===== config.mk =====
export PLATFORM = sky130hd
export DESIGN_NAME = fpnew_divsqrt_multi_ctrl
export DESIGN_NICKNAME = d
export VERILOG_FILES = /design/src/rtl/fpnew_divsqrt_multi_ctrl.sv
export SDC_FILE = /design/constraint.sdc
export NUM_CORES = 1
export LEC_CHECK = 0
export CAP_MARGIN = 20
export CORE_AREA = 2 2 39 41
export CTS_CLUSTER_DIAMETER = 50
export CTS_CLUSTER_SIZE = 24
export DETAILED_ROUTE_END_ITERATION = 16
export DIE_AREA = 0 0 41 43
export SLEW_MARGIN = 20
export SYNTH_ARGS = -nofsm -noshare
export SYNTH_HDL_FRONTEND = slang
export SYNTH_SLANG_ARGS = --single-unit
export TNS_END_PERCENT = 1

===== constraint.sdc =====
create_clock -name clk_i -period 1.6 [get_ports clk_i]
set_clock_uncertainty 0.1 [all_clocks]
set_input_delay 0.16 -clock clk_i [delete_from_list [all_inputs] [get_ports clk_i]]
set_output_delay 0.16 -clock clk_i [all_outputs]
set_load 0.05 [all_outputs]

===== src/rtl/fpnew_divsqrt_multi_ctrl.sv =====
// rtl/fpnew_divsqrt_multi_ctrl.sv - handshake, pipeline-stage and issue control for a multi-cycle div/sqrt unit
//
// Ports:
//   clk_i, rst_ni            clock, asynchronous active-low reset
//   in_valid_i/in_ready_o    operation handshake, in_tag_i carried with it
//   out_valid_o/out_ready_i  result handshake, out_tag_o carried with it
//   flush_i                  kill everything in flight; busy_o = anything in flight
//   reg_enable_o             datapath register enables (input stages, then output stages)
//   fsm_start_o/unit_ready_i issue strobe to the iterative unit / unit idle indication

package fpnew_pkg;
  typedef enum logic [1:0] {BEFORE, AFTER, INSIDE, DISTRIBUTED} pipe_config_t;
endpackage

module fpnew_divsqrt_multi_ctrl #(
  parameter int unsigned             NumPipeRegs = 0,
  parameter fpnew_pkg::pipe_config_t PipeConfig  = fpnew_pkg::AFTER,
  parameter int unsigned             TagWidth    = 1,
  parameter int unsigned             ArmDelay    = 2
) (
  input  logic                                         clk_i,
  input  logic                                         rst_ni,
  input  logic                                         in_valid_i,
  output logic                                         in_ready_o,
  input  logic [TagWidth-1:0]                          in_tag_i,
  output logic                                         out_valid_o,
  input  logic                                         out_ready_i,
  output logic [TagWidth-1:0]                          out_tag_o,
  input  logic                                         flush_i,
  output logic                                         busy_o,
  output logic [((NumPipeRegs > 0) ? NumPipeRegs : 1)-1:0] reg_enable_o,
  output logic                                         fsm_start_o,
  input  logic                                         unit_ready_i
);

  localparam int unsigned NUM_INP = (PipeConfig == fpnew_pkg::BEFORE)      ? NumPipeRegs :
                                    (PipeConfig == fpnew_pkg::DISTRIBUTED) ? NumPipeRegs / 2 : 0;
  localparam int unsigned NUM_OUT = NumPipeRegs - NUM_INP;
  localparam int unsigned CNT_W   = (ArmDelay > 0) ? $clog2(ArmDelay + 1) : 1;

  typedef enum logic [1:0] {IDLE, BUSY, HOLD} state_t;

  state_t              state_q;
  logic [CNT_W-1:0]    cnt_q;
  logic [TagWidth-1:0] tag_q;

  logic                fsm_in_valid, fsm_in_ready;
  logic [TagWidth-1:0] fsm_in_tag;
  logic                fsm_out_valid, fsm_out_ready;
  logic                done, armed;
  logic                inp_busy, out_busy;

  // The unit reports ready for a few cycles after start before it has
  // actually picked up the operation, so completion is only believed once armed.
  assign armed         = (cnt_q == CNT_W'(ArmDelay));
  assign fsm_in_ready  = (state_q == IDLE) & unit_ready_i & ~flush_i;
  assign fsm_start_o   = fsm_in_ready & fsm_in_valid;
  assign done          = (state_q == BUSY) & armed & unit_ready_i & ~flush_i;
  assign fsm_out_valid = done | ((state_q == HOLD) & ~flush_i);

  always_ff @(posedge clk_i or negedge rst_ni) begin
    if (!rst_ni) begin
      state_q <= IDLE;
      cnt_q   <= '0;
      tag_q   <= '0;
    end else if (flush_i) begin
      state_q <= IDLE;
      cnt_q   <= '0;
    end else begin
      case (state_q)
        IDLE: if (fsm_start_o) begin
          state_q <= BUSY;
          cnt_q   <= '0;
          tag_q   <= fsm_in_tag;
        end
        BUSY: begin
          if (done)        state_q <= fsm_out_ready ? IDLE : HOLD;
          else if (!armed) cnt_q   <= cnt_q + CNT_W'(1);
        end
        HOLD: if (fsm_out_ready) state_q <= IDLE;
        default: state_q <= IDLE;
      endcase
    end
  end

  if (NumPipeRegs == 0) begin : g_no_en
    assign reg_enable_o = '0;
  end

  // Input stages: a stage loads when upstream is valid and it is empty or draining.
  if (NUM_INP > 0) begin : g_inp
    logic [NUM_INP-1:0] v_all;
    for (genvar i = 0; i < NUM_INP; i++) begin : g_stage
      logic                v_q, rdy, ld, up_v, dn_r;
      logic [TagWidth-1:0] t_q, up_t;
      if (i == 0) begin : g_first
        assign up_v = in_valid_i;
        assign up_t = in_tag_i;
      end else begin : g_chain
        assign up_v = g_stage[i-1].v_q;
        assign up_t = g_stage[i-1].t_q;
      end
      if (i == NUM_INP - 1) begin : g_last
        assign dn_r = fsm_in_ready;
      end else begin : g_mid
        assign dn_r = g_stage[i+1].rdy;
      end
      assign rdy             = (~v_q | dn_r) & ~flush_i;
      assign ld              = up_v & rdy;
      assign reg_enable_o[i] = ld;
      assign v_all[i]        = v_q;
      always_ff @(posedge clk_i or negedge rst_ni) begin
        if (!rst_ni) begin
          v_q <= 1'b0;
          t_q <= '0;
        end else if (flush_i) begin
          v_q <= 1'b0;
        end else if (rdy) begin
          v_q <= up_v;
          if (up_v) t_q <= up_t;
        end
      end
    end
    assign in_ready_o   = g_stage[0].rdy;
    assign fsm_in_valid = g_stage[NUM_INP-1].v_q;
    assign fsm_in_tag   = g_stage[NUM_INP-1].t_q;
    assign inp_busy     = |v_all;
  end else begin : g_no_inp
    assign in_ready_o   = fsm_in_ready;
    assign fsm_in_valid = in_valid_i;
    assign fsm_in_tag   = in_tag_i;
    assign inp_busy     = 1'b0;
  end

  // Output stages: same load rule, fed by the FSM result offer.
  if (NUM_OUT > 0) begin : g_out
    logic [NUM_OUT-1:0] v_all;
    for (genvar i = 0; i < NUM_OUT; i++) begin : g_stage
      logic                v_q, rdy, ld, up_v, dn_r;
      logic [TagWidth-1:0] t_q, up_t;
      if (i == 0) begin : g_first
        assign up_v = fsm_out_valid;
        assign up_t = tag_q;
      end else begin : g_chain
        assign up_v = g_stage[i-1].v_q;
        assign up_t = g_stage[i-1].t_q;
      end
      if (i == NUM_OUT - 1) begin : g_last
        assign dn_r = out_ready_i;
      end else begin : g_mid
        assign dn_r = g_stage[i+1].rdy;
      end
      assign rdy                       = (~v_q | dn_r) & ~flush_i;
      assign ld                        = up_v & rdy;
      assign reg_enable_o[NUM_INP + i] = ld;
      assign v_all[i]                  = v_q;
      always_ff @(posedge clk_i or negedge rst_ni) begin
        if (!rst_ni) begin
          v_q <= 1'b0;
          t_q <= '0;
        end else if (flush_i) begin
          v_q <= 1'b0;
        end else if (rdy) begin
          v_q <= up_v;
          if (up_v) t_q <= up_t;
        end
      end
    end
    assign fsm_out_ready = g_stage[0].rdy;
    assign out_valid_o   = g_stage[NUM_OUT-1].v_q;
    assign out_tag_o     = g_stage[NUM_OUT-1].t_q;
    assign out_busy      = |v_all;
  end else begin : g_no_out
    assign fsm_out_ready = out_ready_i;
    assign out_valid_o   = fsm_out_valid;
    assign out_tag_o     = tag_q;
    assign out_busy      = 1'b0;
  end

  assign busy_o = inp_busy | out_busy | (state_q != IDLE);

endmodule

==> run summary <==
The run finished, with violations left. The I/O pin count is 13. The post-route minimum period came out at around 1.6 ns. Setup repair after global routing could not meet its margin everywhere. The final antenna-violating net count is 0.

The worst setup path is captured at an output port. The number of storage elements in the synthesis netlist is 5. The switching power share of the total is a little under a third. The detailed-route vias per instance came out at 4.382. The share of the core filled with cells in the final layout is about 40%.

The clock latency reported for the late side of the worst-skew pair is approximately 0.23 ns. The floorplan has 14 rows. The count of mapped cells out of synthesis is 33.

The placer's final routability congestion estimate came out at between 0.6 and 0.7. The internal power contribution came out at about 0.00029 W. The count of buffers from port buffering came out at 11. The number of violations of the max-capacitance limit came out at 0. The number of buffers created by CTS came out at 3. Derived from the worst setup path, the maximum achievable clock frequency is between 600 and 700 MHz. The antenna diode instance count came out at 0. The post-synthesis instance area is between 300 and 400 um2. The number of pins with negative max-slew slack in the final report is 0. The worst hold slack after final layout came out at ~0.042 ns. The number of hold violations in the final report is 0. The worst supply voltage drop on vdd came out at ~0.00036 V. The via count of the first global-routing pass came out at approximately 270. The number of hold buffers added after CTS came out at 0. The detailed route wirelength on metal2 came out at about 310 um. The worst setup path is of the register to output port kind.

The estimated wirelength of the detail-placed design came out at between 500 and 600 um. The relative contribution of sequential cells to total power is ~35%. Counting every sink on the clock net gives 5. The sum of negative setup slack is -0.007783 ns. The total wire length came out at between 600 and 700 um.

The highest layer touched by signal routing is met3. The unique cell type count in the Yosys netlist is 21. The worst hold path class is primary input to asynchronous set/reset pin. The initial antenna violation count is 0. Sorting the synthesized cells by area gives the leading types as sky130_fd_sc_hd__dfrtp_1 (40%), sky130_fd_sc_hd__a21oi_1 (6.5%), sky130_fd_sc_hd__nor3_4 (5.2%).

Summed over all nets, wire length on met3 after detailed routing comes to ~40 um. The startpoint type of the worst setup path is a register. TritonCTS built the clock tree. The Yosys warning count is 0. The core area is ~0.0014 mm2.

The floorplan die width came out at between 40 and 50 um. The H-tree depth is 1. The number of setup violations in the final report is 1. In this run, the clock network consumes roughly a third of the power.

The number of DRC violations after detailed-routing iteration 0 came out at 0. For this run, the total global-route usage over all layers was measured as under 10%. The combinational fraction of design power is 31.5%. The final worst-path setup slack came out at -0.007783 ns. For this run, the register share of the synthesized area comes to approximately two fifths.

The area share of the largest cell type after synthesis is around 40%. At the end of the flow, the number of nets in the layout was 61. Counting the fill cells in the layout gives between 150 and 200.

The number of design rule violations left after detail routing came out at 0. The net switching power figure is approximately 0.00013 W. The count of TritonRoute iterations in the first routing pass is 1. The final clock period utilization by the worst path came out at 100.5%. The power density over the cells is about 750 mW/mm2. The first-pass GRT wire length came out at approximately 1000 um. The standby leakage power is roughly 0.23 nW. The largest area contributor in the netlist is sky130_fd_sc_hd__dfrtp_1. The number of nets handed over by synthesis was between 40 and 50. The die outline height is 43 um. The routed via count is between 200 and 300. The average wire per standard cell came out at between 9 and 10 um. Cells with a size suffix above 1 make up between 30% and 40% of the layout. The initial core utilization is between 20 and 25%. Entering global routing, the biggest net connects 8 pins. The maximum root-to-sink buffer count is 2. In this run the worst path has a maximum fanout of 7. The tree is rooted in a sky130_fd_sc_hd__clkbuf_4. The floorplan step defined a die boundary enclosing approximately 0.0018 mm2. The routed length on met1 is 292 um. Data on the critical path is required at its endpoint by 1.34 ns. The clock transition at the registers of the reported paths came out at about 0.040 ns. The area growth from synthesis to layout is 77.42%. The arrival time of data at the critical path endpoint came out at 1.35 ns. The final reports fail on negative setup slack. The synthesized area per cell is 9.403 um2. The residual overflow from global routing is 0.
[cells in the final DEF (no fill, tap or decap), drive strengths merged, types with 2 or more instances in the layout]
master	instances
a21oi	4
buf	10
clkbuf	4
clkdlybuf4s50	6
dfrtp	5
nand2	3
nand2b	2
nor3	3
o21ai	2
[cell families after synthesis]
| kind of cell | share of synthesized area [%] |
|---|---|
| adders and majority gates | 4.032 |
| AOI/OAI and AO/OA | 11.70 |
| DFF | 40.32 |
| and+or+nand+nor | 35.49 |
| muxes | 3.629 |
| other | 1.209 |
| buffers and inverters | 3.629 |
[cells in the mapped netlist]
library cell and count:
sky130_fd_sc_hd__dfrtp_1 5, sky130_fd_sc_hd__a21oi_1 4, sky130_fd_sc_hd__nand2_1 3, sky130_fd_sc_hd__nand2b_1 2, sky130_fd_sc_hd__nor3_1 2, sky130_fd_sc_hd__o21ai_0 2, sky130_fd_sc_hd__a31oi_1 1, sky130_fd_sc_hd__and2_1 1
sky130_fd_sc_hd__and3b_1 1, sky130_fd_sc_hd__buf_4 1, sky130_fd_sc_hd__conb_1 1, sky130_fd_sc_hd__ha_1 1, sky130_fd_sc_hd__inv_1 1, sky130_fd_sc_hd__mux2_1 1, sky130_fd_sc_hd__nand3b_1 1, sky130_fd_sc_hd__nand4b_1 1
sky130_fd_sc_hd__nor2b_1 1, sky130_fd_sc_hd__nor3_4 1, sky130_fd_sc_hd__nor3b_1 1, sky130_fd_sc_hd__or2_4 1, sky130_fd_sc_hd__or3_1 1
[power by group through the flow]
stage	clock [W]	combinational (W)	sequential, W
6_report	0.000140	0.000130	0.000142
4_1_cts	0.000148	0.000128	0.000142
5_1_grt	0.000153	0.000139	0.000143
2_1_floorplan	0	0.0000498	0.000165
3_5_place_dp	0	0.000124	0.000144
3_3_place_gp	0	0.000124	0.000144
[per-stage QoR]
step	instance area (um2)	power (W)	instances	setup WS, ns
2_1_floorplan	319.1	0.0002152	33	-0.2574
3_3_place_gp	489.2	0.0002677	62	0.06401
3_5_place_dp	489.2	0.0002686	62	0.05777
4_1_cts	525.5	0.0004185	67	-0.09291
5_1_grt	550.5	0.0004356	68	-0.08377
6_report	550.5	0.0004125	68	-0.007783
[repair_timing]
item                       4_1_cts  5_1_grt
resized for setup                1        4
setup endpoints to repair        1        2
pin swaps                        2        4
buffers inserted                 1        1
[flip-flops by register name, summed over array words and instances (netlist names)]
signal     cells
out_tag_o      1
cnt_q          2
state_q        2
[final cells by class]
| class | count | area (um2) | area share, % |
|---|---|---|---|
| well taps | 16 | 20.02 | 3.636 |
| multi-input cells | 26 | 195.2 | 35.45 |
| inverters | 1 | 3.754 | 0.6818 |
| repair buffers | 16 | 180.2 | 32.73 |
| clock buffers | 4 | 26.28 | 4.773 |
| flip-flops and latches | 5 | 125.1 | 22.73 |
[final timing paths]
check,start,to,slack (ns),cells after the start
min reg2reg,out_tag_o,out_tag_o,0.39,1
min,rst_ni,cnt_q[0],0.04,1
max,state_q[1],out_valid_o,-0.008,4
min in group clk_i,out_ready_i,state_q[1],0.35,2
max in group asynchronous,rst_ni,out_tag_o,1.17,1
max reg2reg,cnt_q[1],cnt_q[1],0.07,5
[critical path, cell delays in order (launching register included)]
cell and delay (ns):
sky130_fd_sc_hd__dfrtp_1 0.38, sky130_fd_sc_hd__buf_6 0.13, sky130_fd_sc_hd__nand4b_1 0.20, sky130_fd_sc_hd__a21oi_2 0.24, sky130_fd_sc_hd__buf_12 0.17
[metal layers]
metal	vias to the layer above	track usage (%)
li1	152	-
met1	138	11.48
met2	8	12.19
met3	0	1.571
met4	0	6.000
met5	-	0
Power figures use the tool's default switching activity.
